==> src/rtl/operand_fetch_if.sv <==
// Decode-to-fetch and fetch-to-execute handshake bundle for operand_fetch.
// slave: the fetch stage itself. master: the upstream/downstream driver.
interface operand_fetch_if #(
    parameter int WIDTH  = 32,
    parameter int ADDR_W = 5
);
    logic              in_valid;
    logic              in_ready;
    logic [ADDR_W-1:0] in_rs1;
    logic [ADDR_W-1:0] in_rs2;
    logic [ADDR_W-1:0] in_rd;
    logic              in_rd_we;

    logic              out_valid;
    logic              out_ready;
    logic [WIDTH-1:0]  out_op1;
    logic [WIDTH-1:0]  out_op2;
    logic [ADDR_W-1:0] out_rd;
    logic              out_rd_we;

    modport slave (
        input  in_valid, in_rs1, in_rs2, in_rd, in_rd_we, out_ready,
        output in_ready, out_valid, out_op1, out_op2, out_rd, out_rd_we
    );

    modport master (
        output in_valid, in_rs1, in_rs2, in_rd, in_rd_we, out_ready,
        input  in_ready, out_valid, out_op1, out_op2, out_rd, out_rd_we
    );
endinterface

==> src/rtl/operand_fetch.sv <==
// Operand fetch stage: register-file read with writeback forwarding, a busy
// scoreboard for RAW/WAW hazards, one-cycle output register and flush.

// Per-source hazard check and operand select.
module of_src #(
    parameter int WIDTH  = 32,
    parameter int ADDR_W = 5
) (
    input  logic [ADDR_W-1:0] rs,
    input  logic              busy_bit,
    input  logic              wb_valid,
    input  logic [ADDR_W-1:0] wb_addr,
    input  logic [WIDTH-1:0]  wb_data,
    input  logic [WIDTH-1:0]  rf_data,
    output logic              haz,
    output logic [WIDTH-1:0]  op
);
    logic nz;
    logic hit;

    assign nz  = (rs != '0);
    assign hit = wb_valid && (wb_addr == rs) && nz;
    assign haz = nz && busy_bit && !hit;

    always_comb begin
        op = rf_data;
        if (!nz)
            op = '0;
        else if (hit)
            op = wb_data;
    end
endmodule

module operand_fetch #(
    parameter int WIDTH  = 32,
    parameter int ADDR_W = 5
) (
    input  logic              clk,
    input  logic              rst,
    operand_fetch_if.slave    io,
    output logic [ADDR_W-1:0] rf_read_addr_1,
    output logic [ADDR_W-1:0] rf_read_addr_2,
    input  logic [WIDTH-1:0]  rf_data_1,
    input  logic [WIDTH-1:0]  rf_data_2,
    input  logic              wb_valid,
    input  logic [ADDR_W-1:0] wb_addr,
    input  logic [WIDTH-1:0]  wb_data,
    input  logic              flush,
    output logic [15:0]       stall_cnt
);
    localparam int NREG = 1 << ADDR_W;

    logic [NREG-1:0]             busy;
    logic [NREG-1:0]             busy_nxt;
    logic [1:0][ADDR_W-1:0]      src_addr;
    logic [1:0][WIDTH-1:0]       src_rf;
    logic [1:0][WIDTH-1:0]       src_op;
    logic [1:0]                  src_haz;
    logic [1:0]                  src_busy;
    logic                        rd_nz;
    logic                        rd_hit;
    logic                        waw;
    logic                        hazard;
    logic                        accept;
    logic                        flush_drop;

    assign rf_read_addr_1 = io.in_rs1;
    assign rf_read_addr_2 = io.in_rs2;
    assign src_addr       = {io.in_rs2, io.in_rs1};
    assign src_rf         = {rf_data_2, rf_data_1};

    for (genvar g = 0; g < 2; g++) begin : g_src
        assign src_busy[g] = busy[src_addr[g]];
        of_src #(.WIDTH(WIDTH), .ADDR_W(ADDR_W)) u_src (
            .rs       (src_addr[g]),
            .busy_bit (src_busy[g]),
            .wb_valid (wb_valid),
            .wb_addr  (wb_addr),
            .wb_data  (wb_data),
            .rf_data  (src_rf[g]),
            .haz      (src_haz[g]),
            .op       (src_op[g])
        );
    end

    // WAW: only one outstanding writer per register is tracked
    assign rd_nz  = (io.in_rd != '0);
    assign rd_hit = wb_valid && (wb_addr == io.in_rd) && rd_nz;
    assign waw    = io.in_rd_we && rd_nz && busy[io.in_rd] && !rd_hit;
    assign hazard = |src_haz || waw;

    assign io.in_ready = rst && (!io.out_valid || io.out_ready) && !hazard && !flush;
    assign accept      = io.in_valid && io.in_ready;
    assign flush_drop  = flush && io.out_valid;

    // Clears first, then set, so a same-cycle set on the same index wins
    always_comb begin
        busy_nxt = busy;
        if (wb_valid && wb_addr != '0)
            busy_nxt[wb_addr] = 1'b0;
        if (flush_drop && io.out_rd_we && io.out_rd != '0)
            busy_nxt[io.out_rd] = 1'b0;
        if (accept && io.in_rd_we && rd_nz)
            busy_nxt[io.in_rd] = 1'b1;
        busy_nxt[0] = 1'b0;
    end

    always_ff @(posedge clk or negedge rst) begin
        if (!rst) begin
            busy         <= '0;
            io.out_valid <= 1'b0;
            io.out_op1   <= '0;
            io.out_op2   <= '0;
            io.out_rd    <= '0;
            io.out_rd_we <= 1'b0;
        end else begin
            busy <= busy_nxt;
            if (accept) begin
                io.out_valid <= 1'b1;
                io.out_op1   <= src_op[0];
                io.out_op2   <= src_op[1];
                io.out_rd    <= io.in_rd;
                io.out_rd_we <= io.in_rd_we;
            end else if (flush_drop || (io.out_valid && io.out_ready)) begin
                io.out_valid <= 1'b0;
            end
        end
    end

    always_ff @(posedge clk or negedge rst) begin
        if (!rst)
            stall_cnt <= '0;
        else if (io.in_valid && hazard && stall_cnt != 16'hFFFF)
            stall_cnt <= stall_cnt + 16'd1;
    end
endmodule

==> src/flat_wrapper.sv <==
// flat-port wrapper written by rule: the top's interface ports become plain ports
module operand_fetch_flat 
#(
    parameter int WIDTH  = 32,
    parameter int ADDR_W = 5
)
  (clk, rst, rf_read_addr_1, rf_read_addr_2, rf_data_1, rf_data_2, wb_valid, wb_addr, wb_data, flush, stall_cnt, io_in_valid, io_in_rs1, io_in_rs2, io_in_rd, io_in_rd_we, io_out_ready, io_in_ready, io_out_valid, io_out_op1, io_out_op2, io_out_rd, io_out_rd_we);
  operand_fetch_if #(.WIDTH(WIDTH), .ADDR_W(ADDR_W)) io_i ();
  input  logic clk;
  input  logic rst;
  output logic [ADDR_W-1:0] rf_read_addr_1;
  output logic [ADDR_W-1:0] rf_read_addr_2;
  input  logic [WIDTH-1:0] rf_data_1;
  input  logic [WIDTH-1:0] rf_data_2;
  input  logic wb_valid;
  input  logic [ADDR_W-1:0] wb_addr;
  input  logic [WIDTH-1:0] wb_data;
  input  logic flush;
  output logic [15:0] stall_cnt;
  input wire logic [$bits(io_i.in_valid)-1:0] io_in_valid;
  input wire logic [$bits(io_i.in_rs1)-1:0] io_in_rs1;
  input wire logic [$bits(io_i.in_rs2)-1:0] io_in_rs2;
  input wire logic [$bits(io_i.in_rd)-1:0] io_in_rd;
  input wire logic [$bits(io_i.in_rd_we)-1:0] io_in_rd_we;
  input wire logic [$bits(io_i.out_ready)-1:0] io_out_ready;
  output wire logic [$bits(io_i.in_ready)-1:0] io_in_ready;
  output wire logic [$bits(io_i.out_valid)-1:0] io_out_valid;
  output wire logic [$bits(io_i.out_op1)-1:0] io_out_op1;
  output wire logic [$bits(io_i.out_op2)-1:0] io_out_op2;
  output wire logic [$bits(io_i.out_rd)-1:0] io_out_rd;
  output wire logic [$bits(io_i.out_rd_we)-1:0] io_out_rd_we;
  assign io_i.in_valid = io_in_valid;
  assign io_i.in_rs1 = io_in_rs1;
  assign io_i.in_rs2 = io_in_rs2;
  assign io_i.in_rd = io_in_rd;
  assign io_i.in_rd_we = io_in_rd_we;
  assign io_i.out_ready = io_out_ready;
  assign io_in_ready = io_i.in_ready;
  assign io_out_valid = io_i.out_valid;
  assign io_out_op1 = io_i.out_op1;
  assign io_out_op2 = io_i.out_op2;
  assign io_out_rd = io_i.out_rd;
  assign io_out_rd_we = io_i.out_rd_we;
  operand_fetch #(.WIDTH(WIDTH), .ADDR_W(ADDR_W)) u_core (.clk(clk), .rst(rst), .io(io_i), .rf_read_addr_1(rf_read_addr_1), .rf_read_addr_2(rf_read_addr_2), .rf_data_1(rf_data_1), .rf_data_2(rf_data_2), .wb_valid(wb_valid), .wb_addr(wb_addr), .wb_data(wb_data), .flush(flush), .stall_cnt(stall_cnt));
endmodule
==> config.mk <==
export PLATFORM = sky130hd
export DESIGN_NAME = operand_fetch_flat
export DESIGN_NICKNAME = d
export VERILOG_FILES = /design/src/rtl/operand_fetch_if.sv /design/src/rtl/operand_fetch.sv /design/src/flat_wrapper.sv
export SDC_FILE = /design/constraint.sdc
export NUM_CORES = 1
export LEC_CHECK = 0
export ABC_AREA = 1
export BUFFER_PORTS_ARGS = -buffer_cell sky130_fd_sc_hd__buf_2
export CORE_MARGIN = 3
export CORE_UTILIZATION = 53
export CTS_CLUSTER_DIAMETER = 40
export DETAILED_ROUTE_END_ITERATION = 10
export PLACE_DENSITY = 0.91
export SLEW_MARGIN = 10
export SYNTH_ARGS = -nofsm -noshare
export SYNTH_HDL_FRONTEND = slang
export SYNTH_SLANG_ARGS = --single-unit
==> constraint.sdc <==
create_clock -name clk -period 2.9 [get_ports clk]
set_clock_uncertainty 0.15 [all_clocks]
set_input_delay 0.58 -clock clk [delete_from_list [all_inputs] [get_ports clk]]
set_output_delay 0.58 -clock clk [all_outputs]
set_load 0.005 [all_outputs]
Yosys cells after proc, flatten, opt, wreduce, memory -nomap -nowiden
Index checks and enable logic that the tools add are counted.

storage, ports and cells
  bits of input ports = 123
  register bits after elaboration = 118
  word-level logic and storage cells = 91

operators by class
  mux-type cells = 21
  order comparisons = 8
  reductions and logical operators = 45
  add/sub/neg operators = 1
  equal/unequal tests = 4
  bitwise operators = 5

operators by type and width
  kind                   number
  $mux 32                7
  $and 32x32->32         2
  $not 32->32            2
  $or 32x32->32          1
  $lt 5x6->1 const B     5
  $logic_and 1x1->1      29
  $reduce_bool 5->1      5
  $add 16x1->16 const B  1
  $ne 16x16->1 const B   1
  $bmux 1 s5             3
  $demux 1 s5            3
  $eq 5x5->1             3
  $ge 5x1->1 const B     3
  $mux 1                 8
  $logic_not 1->1        6
  $logic_or 1x1->1       3
  $reduce_bool 2->1      1
  $reduce_or 2->1        1

Depth between registers and ports, before layout
  depth in word-level cells = 14
  mapped depth = 17

By module
From an unflattened synthesis, not the netlist that was laid out.

second synthesis, totals
  cells, all modules = 1324
  area total of the unflattened synthesis = 8360.5 µm²

by module, submodules not included
  module         area an instance (µm²)  times used  cells an instance  sequential area each (µm²)
  operand_fetch  6518.8                  1           906                2952.8
  of_src         920.9                   2           209                0.0

Least setup slack after synthesis
OpenSTA, ideal clock, no wires.

  kind = input-to-output
  start point = input wb_addr[2]
  end point = output io_in_ready
  data arrival time = 1.867 ns
  setup slack = 0.303 ns
  data required time = 2.170 ns
  stages on the path = 12
  cell sequence = buf_2 > inv_2 > nand2_1 > nand2_1 > nor2_1 > nand3_1 > nor2_2 > nor2_2 > nand3_1 > nand3_2 > nor2_2 > buf_2

between the ends
  word-level cells in the longest chain between the ends = 10
  elaborated cells on any way between the ends = 20
  classes of those cells = eq/ne: 3; reduce/logical: 17

ends and longest elaborated chain
  item                               RTL line             text
  start: declaration                 flat_wrapper.sv:16   input logic [ADDR_W-1:0] wb_addr;
  $eq 5x5->1                         operand_fetch.sv:22  assign hit = wb_valid && (wb_addr == rs) && nz;
  $logic_and 1x1->1 (2 in series)    operand_fetch.sv:22
  $logic_not 1->1                    operand_fetch.sv:23  assign haz = nz && busy_bit && !hit;
  $logic_and 1x1->1                  operand_fetch.sv:23
  $reduce_or 2->1                    operand_fetch.sv:90  assign hazard = |src_haz || waw;
  $logic_or 1x1->1 *                 operand_fetch.sv:90
  $logic_not 1->1 *                  operand_fetch.sv:92  assign io.in_ready = rst && (!io.out_valid || io.out_ready) && !hazard && !flush;
  $logic_and 1x1->1 * (2 in series)  operand_fetch.sv:92
  end: declaration                   flat_wrapper.sv:26   output wire logic [$bits(io_i.in_ready)-1:0] io_in_ready;

Mark *: on every way between the ends. The rest lies on a longest branch, timed or not.

Worst setup path after layout
  start point = input io_in_rd[0]
  end point = output io_in_ready

between the ends
  word-level cells in the longest chain between the ends = 9
  elaborated cells on any way between the ends = 14
  classes of those cells = eq/ne: 1; mux: 2; reduce/logical: 11

ends and longest elaborated chain
  item                                                                RTL line             text
  start: declaration                                                  flat_wrapper.sv:23   input wire logic [$bits(io_i.in_rd)-1:0] io_in_rd;
  parallel branches: the longest is 4 deep, another holds $bmux 1 s5  --
  $logic_and 1x1->1 *                                                 operand_fetch.sv:89  assign waw = io.in_rd_we && rd_nz && busy[io.in_rd] && !rd_hit;
  $logic_or 1x1->1 *                                                  operand_fetch.sv:90
  $logic_not 1->1 *                                                   operand_fetch.sv:92
  $logic_and 1x1->1 * (2 in series)                                   operand_fetch.sv:92

Mark *: on every way between the ends. The select of a mux whose other input is x is not followed.

==> metrics <==
post-synthesis compound-gate area fraction 0.139; adder-cell share of the synthesized area 0.00164; multiplexer area fraction after synthesis 0; Tcrit/Tclk final 0.947; Max Buffers Root-to-Sink 2; outcome finished, final reports clean; Via Count 8753; Final nets 1409; list of most frequent post-synthesis cells 346 x nand2_1, 143 x nand3_1, 118 x dfrtp_1; crit path max-delay cell type clkbuf_4; max-capacitance violation count 0; sw frac 0.348; Internal Power 4.03 mW; gp weighted congestion 1.01; clock-pin slew on the worst setup and hold paths 0.05 ns; Hold Fails Final Rpt 0; post-synthesis simple-gate area fraction 0.354; Synth Net Count 1208; number of enable flip-flop cells after synthesis 0; Gate power share 0.293; power share of the clock group 0.308; layout cells sized above 1 0.234; peak supply drop 453 uV; Register Area 2950 um^2; number of fillers in the final layout 1207; Hold Slack 0.213 ns; CTS sink cnt 118; Worst Hold Class input port to flop; Seq pwr share 0.399; Worst path depth 14; IO Pins 221; GRT Resource Usage Total 0.323; Seq cells post-synth 118; vias in the first global route 8045; ys async rst share 1.00; Crit. End Element output pin; initial antenna violation count 3; largest net degree at the start of global routing 77; die height 126 um; WS Path Type input port to output pin; post-route insts no fill 1480; Crit path top cell by count nand2_1; H-tree depth 4; Num CTS Buffers 17; CP Launch Type input port; Initial Utilization 0.544; Post-Syn Instances 1084; final WL 26.5 mm; worst reg2reg setup slack 0.41 ns; syn avg cell area 7.02 um^2; worst path arrival time 2.02 ns; CTS tree built; Clock Latency Late Sink 0.42 ns; RSZ-0062 raised after global routing no; Power Density 654 nW/um^2; Avg WL per Cell 17.9 um; r2r startpoint u_core.stall_cnt[0]; worst r2r dst u_core.stall_cnt[8]; Worst EP required 2.17 ns; placed instance count 1445; sequential area share after synthesis 0.388; Setup TNS Final 0 ns; R2R cell count 10; family with the most delay on the worst path simple AND/OR/NAND/NOR gates; Rel. slew slack 0.359; Final Max Tran Viols 0; Worst Setup SP io_in_rd[0]; leak pwr 5.23 nW; first-pass GRT wire length 41.1 mm; Yosys top cell by area dfrtp_1; DRT Pass-1 Iters 6; full die area 15800 um^2; P&R area growth vs syn 24.1%; grt total ovfl 0; CTS root buffer clkbuf_16; PortBufs 220; FMAX 0.364 GHz; maximum fanout along the worst path 11; CP Capture Point io_in_ready; Area contributors post-synth dfrtp_1 39%, nand2_1 17%, nand3_1 9.4%; area of the multi-input gates 3930 um^2; Die X 126 um; final worst path period need 2.75 ns; Antenna Nets Post-Route 0; DRT iter0 DRCs 1124; setup violators final 0; xor/xnor share of the synthesized area 0.0196; worst path bufs/invs 4; DRC 0; vias per cell 5.91; Switch Pwr 2.15 mW; most instantiated library cell after synthesis nand2_1; slowest stage delay, CP 0.18 ns; synthesized cell area 7610 um^2; CP Cell Sequence clkbuf_4 -> buf_4 -> inv_1 -> nor2_1 -> nand2_1 -> nand3_1 -> nand2_1 -> nand2_1 -> nor2_1 -> nand2_1 -> nand2_2 -> nand3_2 -> nor2_4 -> buf_2; Synth Warn # 0; Yosys top cell area share 0.388; FP Rows 43; Distinct cells, synth 27; largest family of logic cells by synthesized area simple AND/OR/NAND/NOR gates; Most used DFF post-synth dfrtp_1; core box area 14000 um^2; worst slew pin tran 0.962 ns; Final HPWL DP 19.2 mm
cell families after synthesis:
group	count (synthesis)
and+or+nand+nor	628
adders and majority gates	1
xor gates and xnor gates	17
DFF	118
buffers and inverters	171
AOI/OAI and AO/OA	149
area by class of cell:
class,instances,share of cell area
inverters,96,0.0381
well taps,180,0.0238
clock inverters,8,0.00530
diodes,3,0.000794
repair buffers,257,0.152
flip-flops and latches,118,0.312
clock buffers,23,0.0516
multi-input cells,795,0.416
layout by cell type (no fill, tap or decap), types with 9 or more instances in the layout:
cell type	count
buf_2	217
a21oi_1	21
o221ai_1	15
nand4_1	39
o21ai_0	32
buf_4	35
nor2_1	66
nand3_1	143
nand2_1	344
inv_1	87
dfrtp_1	118
xor2_1	9
clkbuf_16	17
a22o_1	64
nor3_1	26
routing by layer:
metal | vias up | part of all wire | GRT usage
met5 | - | 0 | 0
met1 | 4015 | 0.38 | 0.423
li1 | 4021 | - | -
met2 | 628 | 0.47 | 0.509
met4 | 0 | 0.036 | 0.153
met3 | 89 | 0.12 | 0.0734
flip-flops by register name (all words and copies together) (netlist names):
signal	cells
u_core.stall_cnt	16
u_core.io.out_op2	32
u_core.io.out_op1	32
u_core.io.out_valid	1
u_core.io.out_rd	5
u_core.io.out_rd_we	1
u_core.busy	31
worst min path at each step:
stage / startpoint / slack [ns] / end / cells after the start
3_5_place_dp: u_core.io.out_op1[7] / 0.30 / u_core.io.out_op1[7] / 2
6_report: io_out_ready / 0.21 / u_core.io.out_valid / 2
4_1_cts: io_out_ready / 0.20 / u_core.io.out_valid / 2
5_1_grt: io_out_ready / 0.22 / u_core.io.out_valid / 2
2_1_floorplan: rst / 0.13 / u_core.busy[10] / 0
3_3_place_gp: u_core.io.out_op1[15] / 0.30 / u_core.io.out_op1[15] / 2
through the flow:
step	area [um^2]	setup slack (ns)	power [mW]	utilization
global placement	8890	0.131	4.20	0.635
global route	9450	0.00853	6.52	0.676
CTS	9420	0.117	6.18	0.674
detailed placement	8890	0.0802	4.26	0.635
finish	9450	0.154	6.18	0.676
floorplan	7610	0.303	3.35	-
worst reg2reg max path, cell delays in order (launching register included):
cell and delay [ns]:
dfrtp_1 0.40, ha_1 0.21, nand2_1 0.08, nor3_1 0.35, nand4_1 0.20, o21ai_0 0.18
inv_1 0.21, nand2_1 0.35, buf_4 0.20, nand2_1 0.05, nand2_1 0.06
timing repair:
item                       4_1_cts  5_1_grt
gates resized for setup          0        4
buffers inserted                 0        1
setup endpoints to repair        0        1
hold buffers                     0        0
power groups by stage:
stage / Clock, mW / Sequential [mW] / Combinational [mW]
2_1_floorplan: 0 / 2.45 / 0.902
3_3_place_gp: 0 / 2.47 / 1.72
6_report: 1.91 / 2.47 / 1.81
3_5_place_dp: 0 / 2.46 / 1.79
5_1_grt: 1.99 / 2.52 / 2.00
4_1_cts: 1.92 / 2.46 / 1.80
No activity file was read; power rests on OpenSTA's default activity.
